$ cat src/rtl/mdio_phy_responder_if.sv
// Management-side bundle of the MDIO responder: the serial MDC/MDIO pins plus
// the register-bank strobe/data path. The slave view belongs to the responder.
interface mdio_phy_responder_if;
    logic        mdc;
    logic        mdio_i;
    logic        mdio_o;
    logic        mdio_oe;
    logic [4:0]  reg_addr;
    logic        reg_rd;
    logic [15:0] reg_rdata;
    logic        reg_wr;
    logic [15:0] reg_wdata;
    logic        frame_err;

    modport slave (
        input  mdc, mdio_i, reg_rdata,
        output mdio_o, mdio_oe, reg_addr, reg_rd, reg_wr, reg_wdata, frame_err
    );

    modport master (
        output mdc, mdio_i, reg_rdata,
        input  mdio_o, mdio_oe, reg_addr, reg_rd, reg_wr, reg_wdata, frame_err
    );
endinterface

$ cat src/rtl/mdio_phy_responder.sv
// Clause-22 MDIO responder (PHY side). MDC and MDIO are resynchronised into the
// clk domain; bits are taken on MDC rising edges and the line is driven on MDC
// falling edges. Read/write strobes go to a local register bank.
module mdio_phy_responder #(
    parameter logic [4:0] PHY_ADDR = 5'd0,
    parameter int         MIN_PRE  = 32
) (
    input  logic                        clk,
    input  logic                        rst_n,
    mdio_phy_responder_if.slave         bus
);

    typedef enum logic [3:0] {
        S_IDLE, S_ST, S_OP, S_PHYAD, S_REGAD, S_TA, S_WDATA, S_RDATA, S_SKIP
    } state_t;

    localparam logic [5:0] PRE_MAX = 6'(MIN_PRE);

    // synchroniser / edge detect
    logic [2:0]  mdc_sync_q;
    logic [1:0]  mdio_sync_q;
    logic        rise_q;
    logic        fall_q;
    logic        bit_s;

    // frame state
    state_t      state_q,     state_d;
    logic [5:0]  pre_cnt_q,   pre_cnt_d;
    logic [4:0]  bit_cnt_q,   bit_cnt_d;
    logic [1:0]  op_q,        op_d;
    logic        is_rd_q,     is_rd_d;
    logic [4:0]  phy_q,       phy_d;
    logic [3:0]  regad_q,     regad_d;
    logic        ta_q,        ta_d;
    logic        fall_cnt_q,  fall_cnt_d;
    logic [15:0] shift_q,     shift_d;
    logic        rd_load_q,   rd_load_d;

    // registered outputs
    logic [4:0]  reg_addr_q,  reg_addr_d;
    logic [15:0] reg_wdata_q, reg_wdata_d;
    logic        reg_rd_q,    reg_rd_d;
    logic        reg_wr_q,    reg_wr_d;
    logic        frame_err_q, frame_err_d;
    logic        mdio_o_q,    mdio_o_d;
    logic        mdio_oe_q,   mdio_oe_d;

    assign bit_s = mdio_sync_q[1];

    // Two-flop synchronisers; a third MDC flop yields registered edge pulses
    // that line up with the synchronised MDIO sample.
    always_ff @(posedge clk or negedge rst_n) begin
        if (!rst_n) begin
            mdc_sync_q  <= 3'b000;
            mdio_sync_q <= 2'b00;
            rise_q      <= 1'b0;
            fall_q      <= 1'b0;
        end else begin
            mdc_sync_q  <= {mdc_sync_q[1:0], bus.mdc};
            mdio_sync_q <= {mdio_sync_q[0], bus.mdio_i};
            rise_q      <= mdc_sync_q[1] & ~mdc_sync_q[2];
            fall_q      <= ~mdc_sync_q[1] & mdc_sync_q[2];
        end
    end

    // Frame decoder: next state, shift registers, strobes and line drive.
    always_comb begin
        state_d     = state_q;
        pre_cnt_d   = pre_cnt_q;
        bit_cnt_d   = bit_cnt_q;
        op_d        = op_q;
        is_rd_d     = is_rd_q;
        phy_d       = phy_q;
        regad_d     = regad_q;
        ta_d        = ta_q;
        fall_cnt_d  = fall_cnt_q;
        reg_addr_d  = reg_addr_q;
        reg_wdata_d = reg_wdata_q;
        mdio_o_d    = mdio_o_q;
        mdio_oe_d   = mdio_oe_q;
        reg_rd_d    = 1'b0;
        reg_wr_d    = 1'b0;
        frame_err_d = 1'b0;
        rd_load_d   = reg_rd_q;
        // read data arrives one cycle after the strobe cycle
        if (rd_load_q) begin
            shift_d = bus.reg_rdata;
        end else begin
            shift_d = shift_q;
        end

        case (state_q)
            S_IDLE: begin
                if (rise_q) begin
                    if (bit_s) begin
                        pre_cnt_d = (pre_cnt_q >= PRE_MAX) ? PRE_MAX : pre_cnt_q + 6'd1;
                    end else if (pre_cnt_q >= PRE_MAX) begin
                        state_d   = S_ST;
                        pre_cnt_d = 6'd0;
                    end else begin
                        pre_cnt_d = 6'd0;
                    end
                end else begin
                    pre_cnt_d = pre_cnt_q;
                end
            end
            S_ST: begin
                if (rise_q) begin
                    if (bit_s) begin
                        state_d   = S_OP;
                        bit_cnt_d = 5'd0;
                    end else begin
                        frame_err_d = 1'b1;
                        state_d     = S_IDLE;
                    end
                end else begin
                    state_d = state_q;
                end
            end
            S_OP: begin
                if (rise_q) begin
                    op_d = {op_q[0], bit_s};
                    if (bit_cnt_q == 5'd0) begin
                        bit_cnt_d = 5'd1;
                    end else begin
                        bit_cnt_d = 5'd0;
                        case ({op_q[0], bit_s})
                            2'b10: begin
                                is_rd_d = 1'b1;
                                state_d = S_PHYAD;
                            end
                            2'b01: begin
                                is_rd_d = 1'b0;
                                state_d = S_PHYAD;
                            end
                            default: begin
                                frame_err_d = 1'b1;
                                state_d     = S_IDLE;
                            end
                        endcase
                    end
                end else begin
                    state_d = state_q;
                end
            end
            S_PHYAD: begin
                if (rise_q) begin
                    phy_d = {phy_q[3:0], bit_s};
                    if (bit_cnt_q == 5'd4) begin
                        state_d   = S_REGAD;
                        bit_cnt_d = 5'd0;
                    end else begin
                        bit_cnt_d = bit_cnt_q + 5'd1;
                    end
                end else begin
                    state_d = state_q;
                end
            end
            S_REGAD: begin
                if (rise_q) begin
                    regad_d = {regad_q[2:0], bit_s};
                    if (bit_cnt_q == 5'd4) begin
                        reg_addr_d = {regad_q, bit_s};
                        bit_cnt_d  = 5'd0;
                        fall_cnt_d = 1'b0;
                        if (phy_q == PHY_ADDR) begin
                            reg_rd_d = is_rd_q;
                            state_d  = S_TA;
                        end else begin
                            state_d  = S_SKIP;
                        end
                    end else begin
                        bit_cnt_d = bit_cnt_q + 5'd1;
                    end
                end else begin
                    state_d = state_q;
                end
            end
            S_TA: begin
                if (is_rd_q) begin
                    // first fall: still released; second fall: drive TA bit 0
                    if (fall_q) begin
                        if (fall_cnt_q == 1'b0) begin
                            fall_cnt_d = 1'b1;
                        end else begin
                            mdio_oe_d = 1'b1;
                            mdio_o_d  = 1'b0;
                            bit_cnt_d = 5'd0;
                            state_d   = S_RDATA;
                        end
                    end else begin
                        state_d = state_q;
                    end
                end else if (rise_q) begin
                    if (bit_cnt_q == 5'd0) begin
                        ta_d      = bit_s;
                        bit_cnt_d = 5'd1;
                    end else if ({ta_q, bit_s} == 2'b10) begin
                        bit_cnt_d = 5'd0;
                        state_d   = S_WDATA;
                    end else begin
                        // skip the remaining 16 data bits
                        frame_err_d = 1'b1;
                        bit_cnt_d   = 5'd2;
                        state_d     = S_SKIP;
                    end
                end else begin
                    state_d = state_q;
                end
            end
            S_WDATA: begin
                if (rise_q) begin
                    shift_d = {shift_q[14:0], bit_s};
                    if (bit_cnt_q == 5'd15) begin
                        reg_wdata_d = {shift_q[14:0], bit_s};
                        reg_wr_d    = 1'b1;
                        state_d     = S_IDLE;
                    end else begin
                        bit_cnt_d = bit_cnt_q + 5'd1;
                    end
                end else begin
                    state_d = state_q;
                end
            end
            S_RDATA: begin
                if (fall_q) begin
                    if (bit_cnt_q == 5'd16) begin
                        mdio_oe_d = 1'b0;
                        mdio_o_d  = 1'b0;
                        state_d   = S_IDLE;
                    end else begin
                        mdio_o_d  = shift_q[15];
                        shift_d   = {shift_q[14:0], 1'b0};
                        bit_cnt_d = bit_cnt_q + 5'd1;
                    end
                end else begin
                    state_d = state_q;
                end
            end
            S_SKIP: begin
                if (rise_q) begin
                    if (bit_cnt_q == 5'd17) begin
                        state_d = S_IDLE;
                    end else begin
                        bit_cnt_d = bit_cnt_q + 5'd1;
                    end
                end else begin
                    state_d = state_q;
                end
            end
            default: begin
                state_d   = S_IDLE;
                pre_cnt_d = 6'd0;
            end
        endcase
    end

    // State and output registers.
    always_ff @(posedge clk or negedge rst_n) begin
        if (!rst_n) begin
            state_q     <= S_IDLE;
            pre_cnt_q   <= 6'd0;
            bit_cnt_q   <= 5'd0;
            op_q        <= 2'b00;
            is_rd_q     <= 1'b0;
            phy_q       <= 5'd0;
            regad_q     <= 4'd0;
            ta_q        <= 1'b0;
            fall_cnt_q  <= 1'b0;
            shift_q     <= 16'd0;
            rd_load_q   <= 1'b0;
            reg_addr_q  <= 5'd0;
            reg_wdata_q <= 16'd0;
            reg_rd_q    <= 1'b0;
            reg_wr_q    <= 1'b0;
            frame_err_q <= 1'b0;
            mdio_o_q    <= 1'b0;
            mdio_oe_q   <= 1'b0;
        end else begin
            state_q     <= state_d;
            pre_cnt_q   <= pre_cnt_d;
            bit_cnt_q   <= bit_cnt_d;
            op_q        <= op_d;
            is_rd_q     <= is_rd_d;
            phy_q       <= phy_d;
            regad_q     <= regad_d;
            ta_q        <= ta_d;
            fall_cnt_q  <= fall_cnt_d;
            shift_q     <= shift_d;
            rd_load_q   <= rd_load_d;
            reg_addr_q  <= reg_addr_d;
            reg_wdata_q <= reg_wdata_d;
            reg_rd_q    <= reg_rd_d;
            reg_wr_q    <= reg_wr_d;
            frame_err_q <= frame_err_d;
            mdio_o_q    <= mdio_o_d;
            mdio_oe_q   <= mdio_oe_d;
        end
    end

    assign bus.mdio_o    = mdio_o_q;
    assign bus.mdio_oe   = mdio_oe_q;
    assign bus.reg_addr  = reg_addr_q;
    assign bus.reg_rd    = reg_rd_q;
    assign bus.reg_wr    = reg_wr_q;
    assign bus.reg_wdata = reg_wdata_q;
    assign bus.frame_err = frame_err_q;

endmodule

$ cat src/flat_wrapper.sv
// flat-port wrapper written by rule: the top's interface ports become plain ports
module mdio_phy_responder_flat 
#(
    parameter logic [4:0] PHY_ADDR = 5'd0,
    parameter int         MIN_PRE  = 32
)
  (clk, rst_n, bus_mdc, bus_mdio_i, bus_reg_rdata, bus_mdio_o, bus_mdio_oe, bus_reg_addr, bus_reg_rd, bus_reg_wr, bus_reg_wdata, bus_frame_err);
  mdio_phy_responder_if bus_i ();
  input  logic clk;
  input  logic rst_n;
  input wire logic [$bits(bus_i.mdc)-1:0] bus_mdc;
  input wire logic [$bits(bus_i.mdio_i)-1:0] bus_mdio_i;
  input wire logic [$bits(bus_i.reg_rdata)-1:0] bus_reg_rdata;
  output wire logic [$bits(bus_i.mdio_o)-1:0] bus_mdio_o;
  output wire logic [$bits(bus_i.mdio_oe)-1:0] bus_mdio_oe;
  output wire logic [$bits(bus_i.reg_addr)-1:0] bus_reg_addr;
  output wire logic [$bits(bus_i.reg_rd)-1:0] bus_reg_rd;
  output wire logic [$bits(bus_i.reg_wr)-1:0] bus_reg_wr;
  output wire logic [$bits(bus_i.reg_wdata)-1:0] bus_reg_wdata;
  output wire logic [$bits(bus_i.frame_err)-1:0] bus_frame_err;
  assign bus_i.mdc = bus_mdc;
  assign bus_i.mdio_i = bus_mdio_i;
  assign bus_i.reg_rdata = bus_reg_rdata;
  assign bus_mdio_o = bus_i.mdio_o;
  assign bus_mdio_oe = bus_i.mdio_oe;
  assign bus_reg_addr = bus_i.reg_addr;
  assign bus_reg_rd = bus_i.reg_rd;
  assign bus_reg_wr = bus_i.reg_wr;
  assign bus_reg_wdata = bus_i.reg_wdata;
  assign bus_frame_err = bus_i.frame_err;
  mdio_phy_responder #(.PHY_ADDR(PHY_ADDR), .MIN_PRE(MIN_PRE)) u_core (.clk(clk), .rst_n(rst_n), .bus(bus_i));
endmodule
$ cat config.mk
export PLATFORM = sky130hd
export DESIGN_NAME = mdio_phy_responder_flat
export DESIGN_NICKNAME = d
export VERILOG_FILES = /design/src/rtl/mdio_phy_responder_if.sv /design/src/rtl/mdio_phy_responder.sv /design/src/flat_wrapper.sv
export SDC_FILE = /design/constraint.sdc
export NUM_CORES = 1
export LEC_CHECK = 0
export ABC_AREA = 1
export CORE_UTILIZATION = 56
export DETAILED_ROUTE_END_ITERATION = 16
export PLACE_DENSITY = 0.79
export SKIP_CTS_REPAIR_TIMING = 1
export SYNTH_ARGS = -nofsm -noshare
export SYNTH_HDL_FRONTEND = slang
export SYNTH_SLANG_ARGS = --single-unit
$ cat constraint.sdc
create_clock -name clk -period 2.3 [get_ports clk]
set_clock_uncertainty 0.05 [all_clocks]
set_input_delay 0.46 -clock clk [delete_from_list [all_inputs] [get_ports clk]]
set_output_delay 0.46 -clock clk [all_outputs]
set_load 0.02 [all_outputs]
==> impl_metrics.py <==
metrics = {
    "outcome": {
        "status": "complete, no violations",
    },
    "routing": {
        "detail_route.wl_per_cell_um": 14.7,
        "drc": 0,
        "totalWireLength_mm": 9.47,
        "drtAntennaViolNets": 0,
        "drtIter0Drc": 243,
        "dr.pass1.iters": 5,
        "via_count": 3516,
        "via_per_inst": 5.47,
    },
    "job": {
        "drv_cap": 0,
    },
    "sta": {
        "fin_crit_sh_pct": 87.1,
        "max_freq_ghz": 0.499,
        "min_period_ps": 2000,
        "hold_viol_final": 0,
        "rsz0062_at_grt": "false",
        "drv_slew": 0,
        "setup_viol": 0,
        "tightest_slew_ps": 552,
        "setup_tns_ps": 0,
        "slew_headroom_pct": 62.9,
    },
    "power": {
        "p_leak_nw": 2.32,
        "pwr_density_cell_nw_per_um2": 516,
        "peakVddDrop_v": 0.000350,
    },
    "logic_synthesis": {
        "synthCells": 493,
        "synthFlopType": "dfrtp_1",
        "synth_top_family_by_area": "simple AND/OR/NAND/NOR gates",
        "yosysSeqAreaShare_pct": 47.6,
        "synth_area_sq_um": 4100,
        "synthMuxAreaShare_pct": 2.20,
        "synth-async-reset-ratio_pct": 100,
        "synth-adder-area-share_pct": 2.14,
        "synth_edf_count": 0,
        "synth_simple_gate_area_share_pct": 29.2,
        "yosysWarningCount": 0,
        "synthXorXnorAreaFrac_pct": 0.641,
        "ys_types": 40,
        "ys_ff_latch": 78,
        "syn-num-nets": 520,
        "synth-compound-area-share_pct": 11.1,
        "synth_area_per_cell_sq_um": 8.31,
    },
    "global_route": {
        "antenna_found_initial": 0,
        "grt_usage_pct": 27.1,
        "overflow": 0,
        "grt_pass1_wl_mm": 15.7,
        "grt_pass1_vias": 3315,
        "grt_max_degree": 54,
    },
    "setup_path": {
        "path_delay_family": "simple AND/OR/NAND/NOR gates",
        "cp_slowest_cell": "dfrtp_1",
        "cp_num_buf_inv": 0,
        "crit_chain": "ha_1 -> nand2_1 -> nor2_1 -> ha_1 -> nand3_4 -> nand2_1 -> nor2_1 -> nand2_1 -> nor2_4 -> nand2_4 -> nand2_1 -> nand2_1",
        "reg2reg_from": "u_core.bit_cnt_q[0]",
        "cp.arrival_ps": 2200,
        "crit_path_max_fanout": 6,
        "r2r_slack_ps": 300,
        "criticalPathCategory": "reg2reg",
        "r2r-end": "u_core.bit_cnt_q[3]",
        "crit_top_cell": "nand2_1",
        "r2r_cells": 12,
        "max_stage_delay_ps": 430,
        "start_kind": "flop",
        "cp-end-kind": "flop",
        "worstPathRequired_ps": 2500,
    },
    "die": {
        "fp-row-count": 30,
        "die_h_um": 87.5,
        "coreArea_sq_um": 6940,
        "dieArea_sq_um": 7660,
        "num_io_pins": 46,
        "die_width_um": 87.5,
        "initial_core_util_pct": 59.0,
    },
    "clock_tree": {
        "clk_latency_ps": 360,
        "htreeDepth": 3,
        "cts_buffers": 9,
        "clk_pin_slew_worst_paths_ps": 80,
        "clkSinkCount": 78,
        "cts_root_buffer": "clkbuf_8",
        "max-clock-path-buffers": 2,
        "cts_tree": "yes",
    },
    "cells_and_area": {
        "drive_gt1_share_pct": 12.8,
        "antennaDiodeCount": 0,
        "fillers": 548,
        "multi_input_area_sq_um": 1860,
        "layout.area.seq_sq_um": 1950,
        "final_util_pct": 69.8,
        "layout.nets": 569,
        "syn2layout_area_growth_pct": 18.3,
    },
    "placed_design": {
        "io_buffers": 45,
        "dp_hpwl_mm": 6.99,
        "place.gp.congestion": 0.995,
    },
    "hold_path": {
        "holdPathEnd": "u_core.mdio_sync_q[1]",
        "hold_depth": 0,
        "min_path_type": "reg2reg",
        "min_from": "u_core.mdio_sync_q[0]",
    },
}
## synth_stat cells, drive strengths merged (3+ instances only)
library cell / n / share of area (%)
a21oi: 4 / 0.49
buf: 10 / 1.6
clkbuf: 4 / 0.37
dfrtp: 78 / 48
ha: 7 / 2.1
inv: 54 / 5.0
mux2: 8 / 2.2
nand2: 143 / 14
nand3: 48 / 6.7
nand4: 7 / 1.1
nor2: 59 / 6.8
o211ai: 9 / 1.9
o21a: 9 / 1.6
o21ai: 31 / 4.6
o22ai: 3 / 0.46
o31ai: 7 / 1.4
## per-layer routing
layer | routed length [um] | global-route usage, % | share of wire (%)
met3 | 497 | 5.56 | 5.2
met4 | 151 | 9.69 | 1.6
met1 | 4270 | 36.6 | 45
met5 | 0 | 0 | 0
met2 | 4550 | 43.7 | 48
## logic make-up after synthesis
group                    after synthesis
buffers and inverters                 68
flip-flops                            78
AND/OR/NAND/NOR                      263
multiplexers                           8
XOR/XNOR                               3
adder cells (fa/ha/maj)                7
AO/OA/AOI/OAI                         66
## cells in the final DEF (no fill, tap or decap), types with 2 or more instances in the layout
cell / count
o21a_1: 9
o211ai_1: 7
clkdlybuf4s50_1: 44
nor2_4: 4
o21ai_2: 9
clkinvlp_4: 4
nor2_1: 49
nand3_1: 43
nand2_4: 2
nand3b_1: 2
nand3_2: 4
buf_4: 6
inv_1: 47
o21ai_0: 22
nor2_2: 5
o31ai_1: 6
o22ai_1: 3
inv_2: 6
o211ai_2: 2
clkbuf_8: 12
nand2_2: 4
a21oi_1: 4
nand4_1: 7
nor3_1: 2
ha_1: 7
dfrtp_1: 78
nand2_1: 137
mux2_2: 7
xor2_1: 2
## state kept, by name, indices dropped and copies added (netlist names), 2 cells and up
register and count:
u_core.bus.reg_wdata 16, u_core.regad_q 4, u_core.bit_cnt_q 5, u_core.mdc_sync_q 3
u_core.mdio_sync_q 2, u_core.state_q 4, u_core.pre_cnt_q 6, u_core.phy_q 5
u_core.shift_q 16, u_core.bus.reg_addr 5
## power breakdown
| part | total, mW | internal [mW] | switching, mW | leakage, nW |
|---|---|---|---|---|
| Clock | 0.988 | 0.480 | 0.508 | 0.0869 |
| Combinational | 0.113 | 0.0493 | 0.0635 | 1.25 |
| Sequential | 1.40 | 1.38 | 0.0147 | 0.991 |
## cell type report
cell class,count,share of cell area [%]
well taps,96,2.48
flip-flops and latches,78,40.3
inverters,54,4.23
multi-input cells,347,38.3
repair buffers,52,10.6
clock buffers,12,3.41
clock inverters,4,0.620
## how the worst max path moves through the flow
stage / from / endpoint / depth (start not counted)
after floorplan: u_core.bit_cnt_q[0] / u_core.bus.reg_wdata[15] / 8
after global placement: u_core.bit_cnt_q[0] / u_core.bus.reg_wdata[4] / 9
after detailed placement: u_core.bit_cnt_q[0] / u_core.bit_cnt_q[3] / 12
after CTS: u_core.bit_cnt_q[0] / u_core.bus.reg_wdata[7] / 9
after global routing: u_core.bit_cnt_q[0] / u_core.state_q[3] / 11
final: u_core.bit_cnt_q[0] / u_core.bit_cnt_q[3] / 12
## per-stage QoR
step	power [mW]	area (sq um)	hold slack (ps)	setup slack (ps)	instances
floorplan	1.46	4100	114	525	493
global placement	1.54	4640	282	380	626
detailed placement	1.54	4640	286	314	626
CTS	2.51	4840	-40.9	299	642
global route	2.59	4850	324	126	643
finish	2.50	4850	307	298	643
No activity file was read; power rests on OpenSTA's default activity.
